<file path="src/rtl/mac_pkg.sv">
// Shared definitions for the half-precision MAC datapath: formats and the
// saturation limits of the 19-bit, radix-8 fixed-point domain.
package mac_pkg;

    localparam int FIXEDSIZE    = 19;
    localparam int RADIX        = 8;
    localparam int FLOATSIZE    = 16;
    localparam int MANTISSABITS = 10;
    localparam int EXPONENTBITS = 5;

    typedef logic signed [FIXEDSIZE-1:0] fix19_t;
    typedef logic        [FLOATSIZE-1:0] half_t;

    localparam fix19_t FIX_MAX = 19'sh1FFFF + 19'sh20000;
    localparam fix19_t FIX_MIN = 19'sh40000;

endpackage

</file>
<file path="src/rtl/Fixed2Float.sv">
// Signed fixed-point with RADIX fractional bits to float; mantissa bits
// below the available precision are truncated.
module Fixed2Float #(
    parameter int FIXEDSIZE    = mac_pkg::FIXEDSIZE,
    parameter int RADIX        = mac_pkg::RADIX,
    parameter int FLOATSIZE    = mac_pkg::FLOATSIZE,
    parameter int MANTISSABITS = mac_pkg::MANTISSABITS,
    parameter int EXPONENTBITS = mac_pkg::EXPONENTBITS
) (
    input  logic signed [FIXEDSIZE-1:0] in_fixed,
    output logic        [FLOATSIZE-1:0] out_float
);

    localparam int BIAS = (2 ** (EXPONENTBITS - 1)) - 1;

    logic                 sign;
    logic [FIXEDSIZE-1:0] mag;
    logic [FIXEDSIZE-1:0] norm;
    int                   lead;

    // The most negative input negates to itself, which read unsigned is
    // exactly its magnitude.
    always_comb begin
        sign = in_fixed[FIXEDSIZE-1];
        mag  = sign ? unsigned'(-in_fixed) : unsigned'(in_fixed);
        lead = 0;
        for (int i = 0; i < FIXEDSIZE; i++) begin
            lead = mag[i] ? i : lead;
        end
        norm = mag << (FIXEDSIZE - 1 - lead);
        if (mag == '0) begin
            out_float = '0;
        end else begin
            out_float = {sign, EXPONENTBITS'(lead - RADIX + BIAS),
                         norm[FIXEDSIZE-2 -: MANTISSABITS]};
        end
    end

endmodule

</file>
<file path="src/rtl/Float2Fixed.sv">
// Float to signed fixed-point with RADIX fractional bits. Truncates toward
// zero, flushes subnormals to zero, clamps out-of-range magnitudes.
module Float2Fixed #(
    parameter int FIXEDSIZE    = mac_pkg::FIXEDSIZE,
    parameter int RADIX        = mac_pkg::RADIX,
    parameter int FLOATSIZE    = mac_pkg::FLOATSIZE,
    parameter int MANTISSABITS = mac_pkg::MANTISSABITS,
    parameter int EXPONENTBITS = mac_pkg::EXPONENTBITS
) (
    input  logic        [FLOATSIZE-1:0] in_float,
    output logic signed [FIXEDSIZE-1:0] out_fixed,
    output logic                        out_exception,
    output logic                        out_overflow
);

    localparam int BIAS = (2 ** (EXPONENTBITS - 1)) - 1;
    localparam logic signed [FIXEDSIZE-1:0] SMAX = {1'b0, {(FIXEDSIZE-1){1'b1}}};
    localparam logic signed [FIXEDSIZE-1:0] SMIN = {1'b1, {(FIXEDSIZE-1){1'b0}}};

    logic                      sign;
    logic [EXPONENTBITS-1:0]   expo;
    logic [MANTISSABITS-1:0]   man;
    logic [MANTISSABITS:0]     sig;
    logic [FIXEDSIZE-1:0]      mag;
    int                        shift;
    int                        top_pos;

    // top_pos is where the hidden one lands; it must stay below the sign bit,
    // except for the single exactly-representable negative extreme.
    always_comb begin
        sign          = in_float[FLOATSIZE-1];
        expo          = in_float[FLOATSIZE-2 -: EXPONENTBITS];
        man           = in_float[MANTISSABITS-1:0];
        sig           = {1'b1, man};
        shift         = int'(expo) - BIAS - MANTISSABITS + RADIX;
        top_pos       = MANTISSABITS + shift;
        mag           = '0;
        out_fixed     = '0;
        out_exception = 1'b0;
        out_overflow  = 1'b0;
        if (expo == {EXPONENTBITS{1'b1}}) begin
            out_exception = 1'b1;
            out_fixed     = (man != '0) ? '0 : (sign ? SMIN : SMAX);
        end else if (expo == '0) begin
            out_fixed = '0;
        end else if (top_pos > FIXEDSIZE - 2) begin
            if (sign && (top_pos == FIXEDSIZE - 1) && (man == '0)) begin
                out_fixed = SMIN;
            end else begin
                out_overflow = 1'b1;
                out_fixed    = sign ? SMIN : SMAX;
            end
        end else begin
            if (shift >= 0) begin
                mag = FIXEDSIZE'(sig) << shift;
            end else begin
                mag = FIXEDSIZE'(sig) >> (-shift);
            end
            out_fixed = sign ? -$signed(mag) : $signed(mag);
        end
    end

endmodule

</file>
<file path="src/rtl/sat_sub_fix.sv">
// Signed fixed-point subtract a - b, clamped to the fixed-point range,
// with a flag raised whenever the clamp engages.
module sat_sub_fix
    import mac_pkg::*;
(
    input  fix19_t a,
    input  fix19_t b,
    output fix19_t diff,
    output logic   sat
);

    logic signed [FIXEDSIZE:0] wide;

    // One guard bit: the result overflowed when it disagrees with the sign bit.
    always_comb begin
        wide = {a[FIXEDSIZE-1], a} - {b[FIXEDSIZE-1], b};
        if (wide[FIXEDSIZE] != wide[FIXEDSIZE-1]) begin
            sat  = 1'b1;
            diff = wide[FIXEDSIZE] ? FIX_MIN : FIX_MAX;
        end else begin
            sat  = 1'b0;
            diff = wide[FIXEDSIZE-1:0];
        end
    end

endmodule

</file>
<file path="src/rtl/delta_half.sv">
// Streaming float16 differencer: emits each sample minus the previous sample
// of its group, computed in the accumulator's fixed-point domain.
module delta_half #(
    parameter int FIXEDSIZE    = mac_pkg::FIXEDSIZE,
    parameter int RADIX        = mac_pkg::RADIX,
    parameter int FLOATSIZE    = mac_pkg::FLOATSIZE,
    parameter int MANTISSABITS = mac_pkg::MANTISSABITS,
    parameter int EXPONENTBITS = mac_pkg::EXPONENTBITS
) (
    input  logic                 clock,
    input  logic                 resetn,
    input  logic                 v,
    input  logic                 n,
    input  logic [FLOATSIZE-1:0] x,
    output logic [FLOATSIZE-1:0] r,
    output logic                 r_valid,
    output logic                 r_first,
    output logic                 r_exc
);

    logic signed [FIXEDSIZE-1:0] x_fixed, diff;
    logic                        x_exc, x_ovf, sat;
    logic        [FLOATSIZE-1:0] delta_float;

    logic signed [FIXEDSIZE-1:0] cur1_d, cur1_q, prev_d, prev_q, delta_d, delta_q;
    logic                        v1_d, v1_q, n1_d, n1_q, exc1_d, exc1_q;
    logic                        v2_d, v2_q, n2_d, n2_q, exc2_d, exc2_q;
    logic        [FLOATSIZE-1:0] r_d, r_q;
    logic                        r_valid_d, r_valid_q, r_first_d, r_first_q, r_exc_d, r_exc_q;

    Float2Fixed #(
        .FIXEDSIZE(FIXEDSIZE), .RADIX(RADIX), .FLOATSIZE(FLOATSIZE),
        .MANTISSABITS(MANTISSABITS), .EXPONENTBITS(EXPONENTBITS)
    ) u_f2x (
        .in_float(x), .out_fixed(x_fixed), .out_exception(x_exc), .out_overflow(x_ovf)
    );

    sat_sub_fix u_sub (.a(cur1_q), .b(prev_q), .diff(diff), .sat(sat));

    Fixed2Float #(
        .FIXEDSIZE(FIXEDSIZE), .RADIX(RADIX), .FLOATSIZE(FLOATSIZE),
        .MANTISSABITS(MANTISSABITS), .EXPONENTBITS(EXPONENTBITS)
    ) u_x2f (
        .in_fixed(delta_q), .out_float(delta_float)
    );

    // Next-state for all three stages; stage 2 freezes on bubbles so prev and
    // the last delta survive gaps in the stream.
    always_comb begin
        cur1_d = x_fixed;
        v1_d   = v;
        n1_d   = n & v;
        exc1_d = v & (x_exc | x_ovf);
        if (v1_q) begin
            v2_d   = 1'b1;
            n2_d   = n1_q;
            prev_d = cur1_q;
            if (n1_q) begin
                delta_d = cur1_q;
                exc2_d  = exc1_q;
            end else begin
                delta_d = diff;
                exc2_d  = exc1_q | sat;
            end
        end else begin
            v2_d    = 1'b0;
            n2_d    = n2_q;
            prev_d  = prev_q;
            delta_d = delta_q;
            exc2_d  = exc2_q;
        end
        if (v2_q) begin
            r_d = delta_float;
        end else begin
            r_d = r_q;
        end
        r_valid_d = v2_q;
        r_first_d = n2_q & v2_q;
        r_exc_d   = exc2_q & v2_q;
    end

    // Pipeline registers; every one clears on reset.
    always_ff @(posedge clock or negedge resetn) begin
        if (!resetn) begin
            cur1_q    <= '0;
            v1_q      <= 1'b0;
            n1_q      <= 1'b0;
            exc1_q    <= 1'b0;
            prev_q    <= '0;
            delta_q   <= '0;
            v2_q      <= 1'b0;
            n2_q      <= 1'b0;
            exc2_q    <= 1'b0;
            r_q       <= '0;
            r_valid_q <= 1'b0;
            r_first_q <= 1'b0;
            r_exc_q   <= 1'b0;
        end else begin
            cur1_q    <= cur1_d;
            v1_q      <= v1_d;
            n1_q      <= n1_d;
            exc1_q    <= exc1_d;
            prev_q    <= prev_d;
            delta_q   <= delta_d;
            v2_q      <= v2_d;
            n2_q      <= n2_d;
            exc2_q    <= exc2_d;
            r_q       <= r_d;
            r_valid_q <= r_valid_d;
            r_first_q <= r_first_d;
            r_exc_q   <= r_exc_d;
        end
    end

    assign r       = r_q;
    assign r_valid = r_valid_q;
    assign r_first = r_first_q;
    assign r_exc   = r_exc_q;

endmodule

</file>
<file path="config.mk">
export PLATFORM = sky130hd
export DESIGN_NAME = delta_half
export DESIGN_NICKNAME = d
export VERILOG_FILES = /design/src/rtl/mac_pkg.sv /design/src/rtl/Fixed2Float.sv /design/src/rtl/Float2Fixed.sv /design/src/rtl/sat_sub_fix.sv /design/src/rtl/delta_half.sv
export SDC_FILE = /design/constraint.sdc
export NUM_CORES = 1
export LEC_CHECK = 0
export ABC_AREA = 1
export CAP_MARGIN = 20
export CORE_UTILIZATION = 50
export DETAILED_ROUTE_END_ITERATION = 7
export MAX_ROUTING_LAYER = met4
export PLACE_DENSITY = 0.65
export SLEW_MARGIN = 30
export SYNTH_ARGS = -nofsm -noshare
export SYNTH_HDL_FRONTEND = slang
export SYNTH_SLANG_ARGS = --single-unit
</file>
<file path="constraint.sdc">
create_clock -name clock -period 6.55 [get_ports clock]
set_clock_uncertainty 0.15 [all_clocks]
set_input_delay 1.965 -clock clock [delete_from_list [all_inputs] [get_ports clock]]
set_output_delay 1.965 -clock clock [all_outputs]
set_load 0.01 [all_outputs]
</file>
## Word level (Yosys, flattened, before mapping)

Cells that the tools add are included.

| word-level totals | value |
|---|---|
| bits in registers | 82 |
| input port bits | 20 |
| output and inout bits | 19 |
| word-level logic and storage cells | 86 |

| operators by class | value |
|---|---|
| add/sub/neg operators | 11 |
| order comparisons | 2 |
| eq/ne operators | 3 |
| shifts and indexed selects | 3 |
| mux-type cells | 42 |
| bitwise logic cells | 6 |
| reduce and logical (&&, ||, !) cells | 6 |

Operators by type and width:

| operator | number |
|---|---|
| 32-bit two-way mux | 17 |
| 19-bit two-way mux | 15 |
| 19-bit negator | 2 |
| 32-bit by 5-bit adder with 32-bit output, second input constant | 1 |
| 5-bit by 32-bit adder with 32-bit output, first input constant | 1 |
| 32-bit by 6-bit equality test with 1-bit output, second input constant | 1 |
| 32-bit by 1-bit greater-or-equal comparator with 1-bit output, second input constant | 1 |
| 32-bit by 6-bit > comparator with 1-bit output, second input constant | 1 |
| 32-bit negator | 1 |
| 11-bit by 32-bit << shifter with 19-bit output | 1 |
| 19-bit by 32-bit << shifter with 18-bit output | 1 |
| 11-bit by 32-bit right shift with 19-bit output | 1 |
| 32-bit by 5-bit subtractor with 32-bit output, second input constant | 1 |
| 6-bit by 32-bit subtractor with 32-bit output, first input constant | 1 |
| 19-bit by 19-bit subtractor with 20-bit output | 1 |
| 19-bit zero test | 1 |
| 16-bit two-way mux | 1 |
| 10-bit zero test | 1 |
| 10-bit nonzero test | 1 |
| 1-bit two-way mux | 9 |
| 5-bit by 4-bit subtractor with 6-bit output, second input constant | 1 |
| 5-bit adder, second input constant | 1 |
| 5-bit equality test, second input constant | 1 |
| 5-bit zero test | 1 |
| 5 further kinds | 10 |

## Longest topological paths before layout

| depth | value |
|---|---|
| depth in word-level cells | 23 |
| gate-level depth with buffers | 40 |
| depth with buffers taken out | 37 |

## Cells and area by module

A second synthesis with hierarchy kept.

| second synthesis, totals | value |
|---|---|
| cell total of the unflattened synthesis | 1546 |
| area total of the unflattened synthesis | 9512.9 µm² |

Modules (own cells, without submodules):

| module | times used | cells an instance | area each (µm²) | sequential area each (µm²) |
|---|---|---|---|---|
| delta_half | 1 | 331 | 3106.7 | 2052.0 |
| Float2Fixed | 1 | 579 | 3051.7 | 0.0 |
| Fixed2Float | 1 | 377 | 1871.8 | 0.0 |
| sat_sub_fix | 1 | 259 | 1482.7 | 0.0 |

## Least setup slack after synthesis

OpenSTA, ideal clock, no wires.

| timing | value |
|---|---|
| path kind | input to register |
| start point | input port x[10] |
| end point | register cur1_q[16] |
| library setup time | 130 ps |
| arrival time | 6712 ps |
| data required time | 6270 ps |
| setup slack | -442 ps |
| stages on the path | 37 |
| path buffers | 6 |
| path through | buf_2 -> clkinv_1 -> ha_1 -> clkbuf_1 -> inv_1 -> buf_2 -> ha_1 -> nand2_1 -> inv_1 -> nand2_1 -> ha_1 -> buf_2 -> nor4_1 -> nand3_4 -> nor2_8 -> buf_6 -> nand3_2 -> nand2_1 -> nand3_1 -> nor2_1 -> nand3_2 -> nor2_4 -> buf_6 -> nand2_1 -> nand3_1 -> nand3_1 -> o21ai_0 -> inv_1 -> ha_1 -> nand3_1 -> nor2_2 -> nand4_1 -> nand2_1 -> nand3b_1 -> nand3_1 -> nand2_1 -> nand2_1 |

| on the way | value |
|---|---|
| longest elaborated chain between the ends | 14 |
| elaborated cells on any way between the ends | 24 |
| those cells by class | add/sub (6); order compare (2); eq/ne (2); shift (2); mux (9); reduce/logical (3) |

RTL lines:

| element | line | source |
|---|---|---|
| start: declaration | delta_half.sv:14 | `input logic [FLOATSIZE-1:0] x,` |
| 5-bit by 4-bit subtractor with 6-bit output | Float2Fixed.sv:35 | `shift = int'(expo) - BIAS - MANTISSABITS + RADIX;` |
| 32-bit by 5-bit subtractor with 32-bit output | Float2Fixed.sv:35 |  |
| 32-bit by 5-bit adder with 32-bit output | Float2Fixed.sv:35 |  |
| 32-bit negator | Float2Fixed.sv:57 | `mag = FIXEDSIZE'(sig) >> (-shift);` |
| 11-bit by 32-bit right shift with 19-bit output | Float2Fixed.sv:57 |  |
| 19-bit two-way mux | Float2Fixed.sv:54 | `if (shift >= 0) begin` |
| 19-bit two-way mux | Float2Fixed.sv:46 | `end else if (top_pos > FIXEDSIZE - 2) begin` |
| 19-bit two-way mux | Float2Fixed.sv:44 | `end else if (expo == '0) begin` |
| 19-bit two-way mux | Float2Fixed.sv:41 | `if (expo == {EXPONENTBITS{1'b1}}) begin` |
| 19-bit negator | Float2Fixed.sv:59 | `out_fixed = sign ? -$signed(mag) : $signed(mag);` |
| 19-bit two-way mux | Float2Fixed.sv:59 |  |
| 19-bit two-way mux | Float2Fixed.sv:46 |  |
| 19-bit two-way mux | Float2Fixed.sv:44 |  |
| 19-bit two-way mux (*) | Float2Fixed.sv:41 |  |
| net cur1_d[16] | delta_half.sv:25 | `logic signed [FIXEDSIZE-1:0] cur1_d, cur1_q, prev_d, prev_q, delta_d, delta_q;` |
| end signal: assignment | delta_half.sv:99 | `cur1_q <= cur1_d;` |
| end: declaration | delta_half.sv:25 |  |

The timed path passes the listed nets; every way through them passes the cells marked *. The select of a mux whose other input is x is not followed.
A chain may end at the register's enable or synchronous reset.

## Worst setup path after layout

| timing | value |
|---|---|
| start point | input port x[10] |
| end point | register cur1_q[7] |

Same word-level chain as after synthesis.

==> impl_results.md <==
- Outcome: complete, but fails checks
- Failing checks: DRC
- Setup ws final: 0.327 ns
- # H-tree levels: 3
- RSZ-0062 raised after global routing: false
- Area of the multi-input gates: 6590 um^2
- Synthesized area per cell: 6.10 um^2
- Sequential share of power: 0.156
- Placed cell areas: around 11000 um^2
- Tot GR Track Use: 0.318
- Synth Net Count: 1589
- WL final: between 20000 and 30000 um
- Fin Setup TNS: 0 ns
- Fin nets: 1777
- Clock power frac: 0.104
- First-pass GRT wire length: 47900 um
- Detailed placement HPWL: 23300 um
- Fillers: ~1700
- Internal: ~2.3 mW
- CP Max Fanout: 7
- CP Data Arrival Time: 6.27 ns
- Core Footprint: 18100 um^2
- TritonRoute pass-1 iters: 8
- Post-synth ARST share: 1.00
- IO Count: 39
- Cell area after layout: between 10000 and 15000 um^2
- Commonest register cell after synthesis: dfrtp_1
- RR Startpoint: delta_q[18]$_DFFE_PN0P_
- HP Class: register to register
- TritonCTS buffer count: 9
- Hold Crit Start: exc2_q$_DFFE_PN0P_
- Initial core utilization: 0.515
- Final hold violation count: 0
- XOR/XNOR Fraction of Synth Area: 0.0367
- Gr ovfl total: 0
- Die H: approximately 140 um
- Hold-fix buffers, CTS: 0
- Post-layout minimum cycle time: 6.22 ns
- Max cap viols: 0
- Largest family of logic cells by synthesized area: simple AND/OR/NAND/NOR gates
- Area leader, netlist: dfrtp_1
- P_sw: 2.77 mW
- Routed wire per std cell: 15.0 um
- Final period utilization: 0.950
- Core Rows: 49
- Synth unique cells: 58
- GPL Wtd Cong: 1.04
- VDD IR-drop max: 430 uV
- Largest net degree at the start of global routing: 83
- Sw frac: 0.550
- Antenna cells: 0
- Clk sink count: 82
- Reg2Reg Capture Point: r[2]$_DFFE_PN0P_
- Critical path's largest stage delay: 0.28 ns
- Clk slew on worst S/H paths: 0.07 ns
- Vias per cell: 5.39
- Most frequent CP cell: nand2_1
- CTS root buffer: clkbuf_16
- Crit path launch type: input pin
- CP Class: input pin to register
- Multiplexer share of the synthesized area: 0.00108
- Synthesized flop and latch total: 82
- Vias in the first global route: 9854
- Post-synthesis sequential area ratio: 0.220
- Slew margin rel.: 0.403
- Max Slew Vio Count: 0
- Synth warn: 0
- Synth Area in Compound Gates: 0.144
- WP data required: 6.59 ns
- Hold EP: r_exc$_DFF_PN0_
- FF/Latch Area: between 2000 and 2500 um^2
- Clk Latency, worst-skew pair: between 0.3 and 0.4 ns
- FF-to-FF path depth: 32
- Via Count: 10500
- Fraction of layout cells with a size suffix above 1: 0.202
- Worst R2R Setup Slack: 1.41 ns
- DIE AREA: 19200 um^2
- Synth top area share: 0.220
- Top cells by area, synth: dfrtp_1 (22%), nand2_1 (19%), nand3_1 (7.2%)
- CTS tree: done
- Initial antenna violation count: 0
- Logic gate share of total power: 0.740
- Drt drc: 8
- 1st-iter DRT viols: 807
- Post-Syn Area: 9310 um^2
- Clock tree buffer depth: 2
- Cell count of the worst hold path: 2
- Port Buffers: 38
- Synth Area in Adders: 0.0573
- Area Growth Syn to Fin: 26.9%
- Crit path max-delay cell type: ha_4
- Dpl ws: -0.571 ns
- Min Hold Slack: 0.326 ns
- Final Setup Violations: 0
- CP Capture Type: register
- Post-DRT Antenna Nets: 0
- Synth Area in Simple Gates: 0.434
- Top cells by instance count after synthesis: nand2_1 (473), inv_1 (172), nand3_1 (134), nor2_1 (130), o21ai_0 (128)
- Slew @ Worst Pin: 0.893 ns
- Final Power: 5.04 mW
- Leakage: 6.01 nW
- Post-synth EDFFs: 0
- Most frequent cell after synthesis: nand2_1
- Die width: approximately 140 um
- Fmax: about 160 MHz
- Power density over cell area: 427 nW/um^2
- Synthesized netlist cell count: 1527
worst max path at each step:
stage	start	end	depth (start not counted)
after floorplan	x[10]	cur1_q[18]$_DFF_PN0_	38
after global placement	x[10]	cur1_q[4]$_DFF_PN0_	32
after detailed placement	x[10]	cur1_q[4]$_DFF_PN0_	33
after CTS	x[10]	cur1_q[14]$_DFF_PN0_	35
after global routing	x[10]	cur1_q[14]$_DFF_PN0_	40
final	x[10]	cur1_q[7]$_DFF_PN0_	37
logic make-up after synthesis:
group,count (synthesis)
adders and majority gates,42
and+or+nand+nor,878
AOI/OAI and AO/OA,239
buffers and inverters,246
xor gates and xnor gates,39
muxes,1
DFF,82
metal layers:
metal	vias up	global-route usage	part of all wire
met4	0	0.122	0.035
met1	4835	0.398	0.44
met2	265	0.534	0.48
li1	5347	-	-
met5	-	-	0
met3	55	0.0267	0.038
power by group through the flow:
stage / logic [mW] / registers [mW] / clock network, mW
global placement: 3.60 / 0.793 / 0
global route: 4.23 / 0.807 / 0.550
floorplan: 2.81 / 0.766 / 0
finish: 3.73 / 0.787 / 0.523
CTS: 3.67 / 0.788 / 0.532
detailed placement: 3.64 / 0.796 / 0
metrics by stage:
stage | util | std cells
global route | 0.653 | 1949
detailed placement | 0.614 | 1921
CTS | 0.638 | 1941
finish | 0.653 | 1949
floorplan | - | 1527
global placement | 0.613 | 1921
cell usage in the layout (no fill, tap or decap), drive strengths merged, types with 33 or more instances in the layout:
| cell type | Yosys | routed |
|---|---|---|
| buf | 25 | 185 |
| o21ai | 152 | 152 |
| dfrtp | 82 | 82 |
| nand4 | 38 | 38 |
| nand2 | 487 | 487 |
| inv | 196 | 200 |
| nor2 | 152 | 153 |
| ha | 41 | 41 |
| clkdlybuf4s50 | 0 | 33 |
| nand3 | 152 | 152 |
| a21oi | 40 | 40 |
critical path: cells and delay by family:
kind	cells	cell delay (ns)
AOI/OAI and AO/OA	1	0.15
adders and majority gates	3	0.66
buffers and inverters	11	1.28
and+or+nand+nor	22	2.19
layout make-up:
cell class | instances | area share
clock buffers | 9 | 0.0191
multi-input cells | 1200 | 0.558
inverters | 199 | 0.0641
repair buffers | 223 | 0.154
clock inverters | 7 | 0.00678
flip-flops and latches | 82 | 0.174
well taps | 229 | 0.0243
flip-flops by register name, summed over array words and instances, names as in the netlist:
| signal | cells |
|---|---|
| r_valid_d | 1 |
| r | 16 |
| r_exc | 1 |
| v1_q | 1 |
| r_valid | 1 |
| prev_q | 19 |
| cur1_q | 19 |
| delta_q | 19 |
| exc2_q | 1 |
| r_first | 1 |
| n2_q | 1 |
| n1_q | 1 |
| exc1_q | 1 |
timing repair:
item                                    CTS  global route
endpoints found under the setup margin   16            18
buffers inserted                          3             8
gates cloned                              1             1
resized for setup                        20            55
pin swaps                                 7            28
Power figures use the tool's default switching activity.
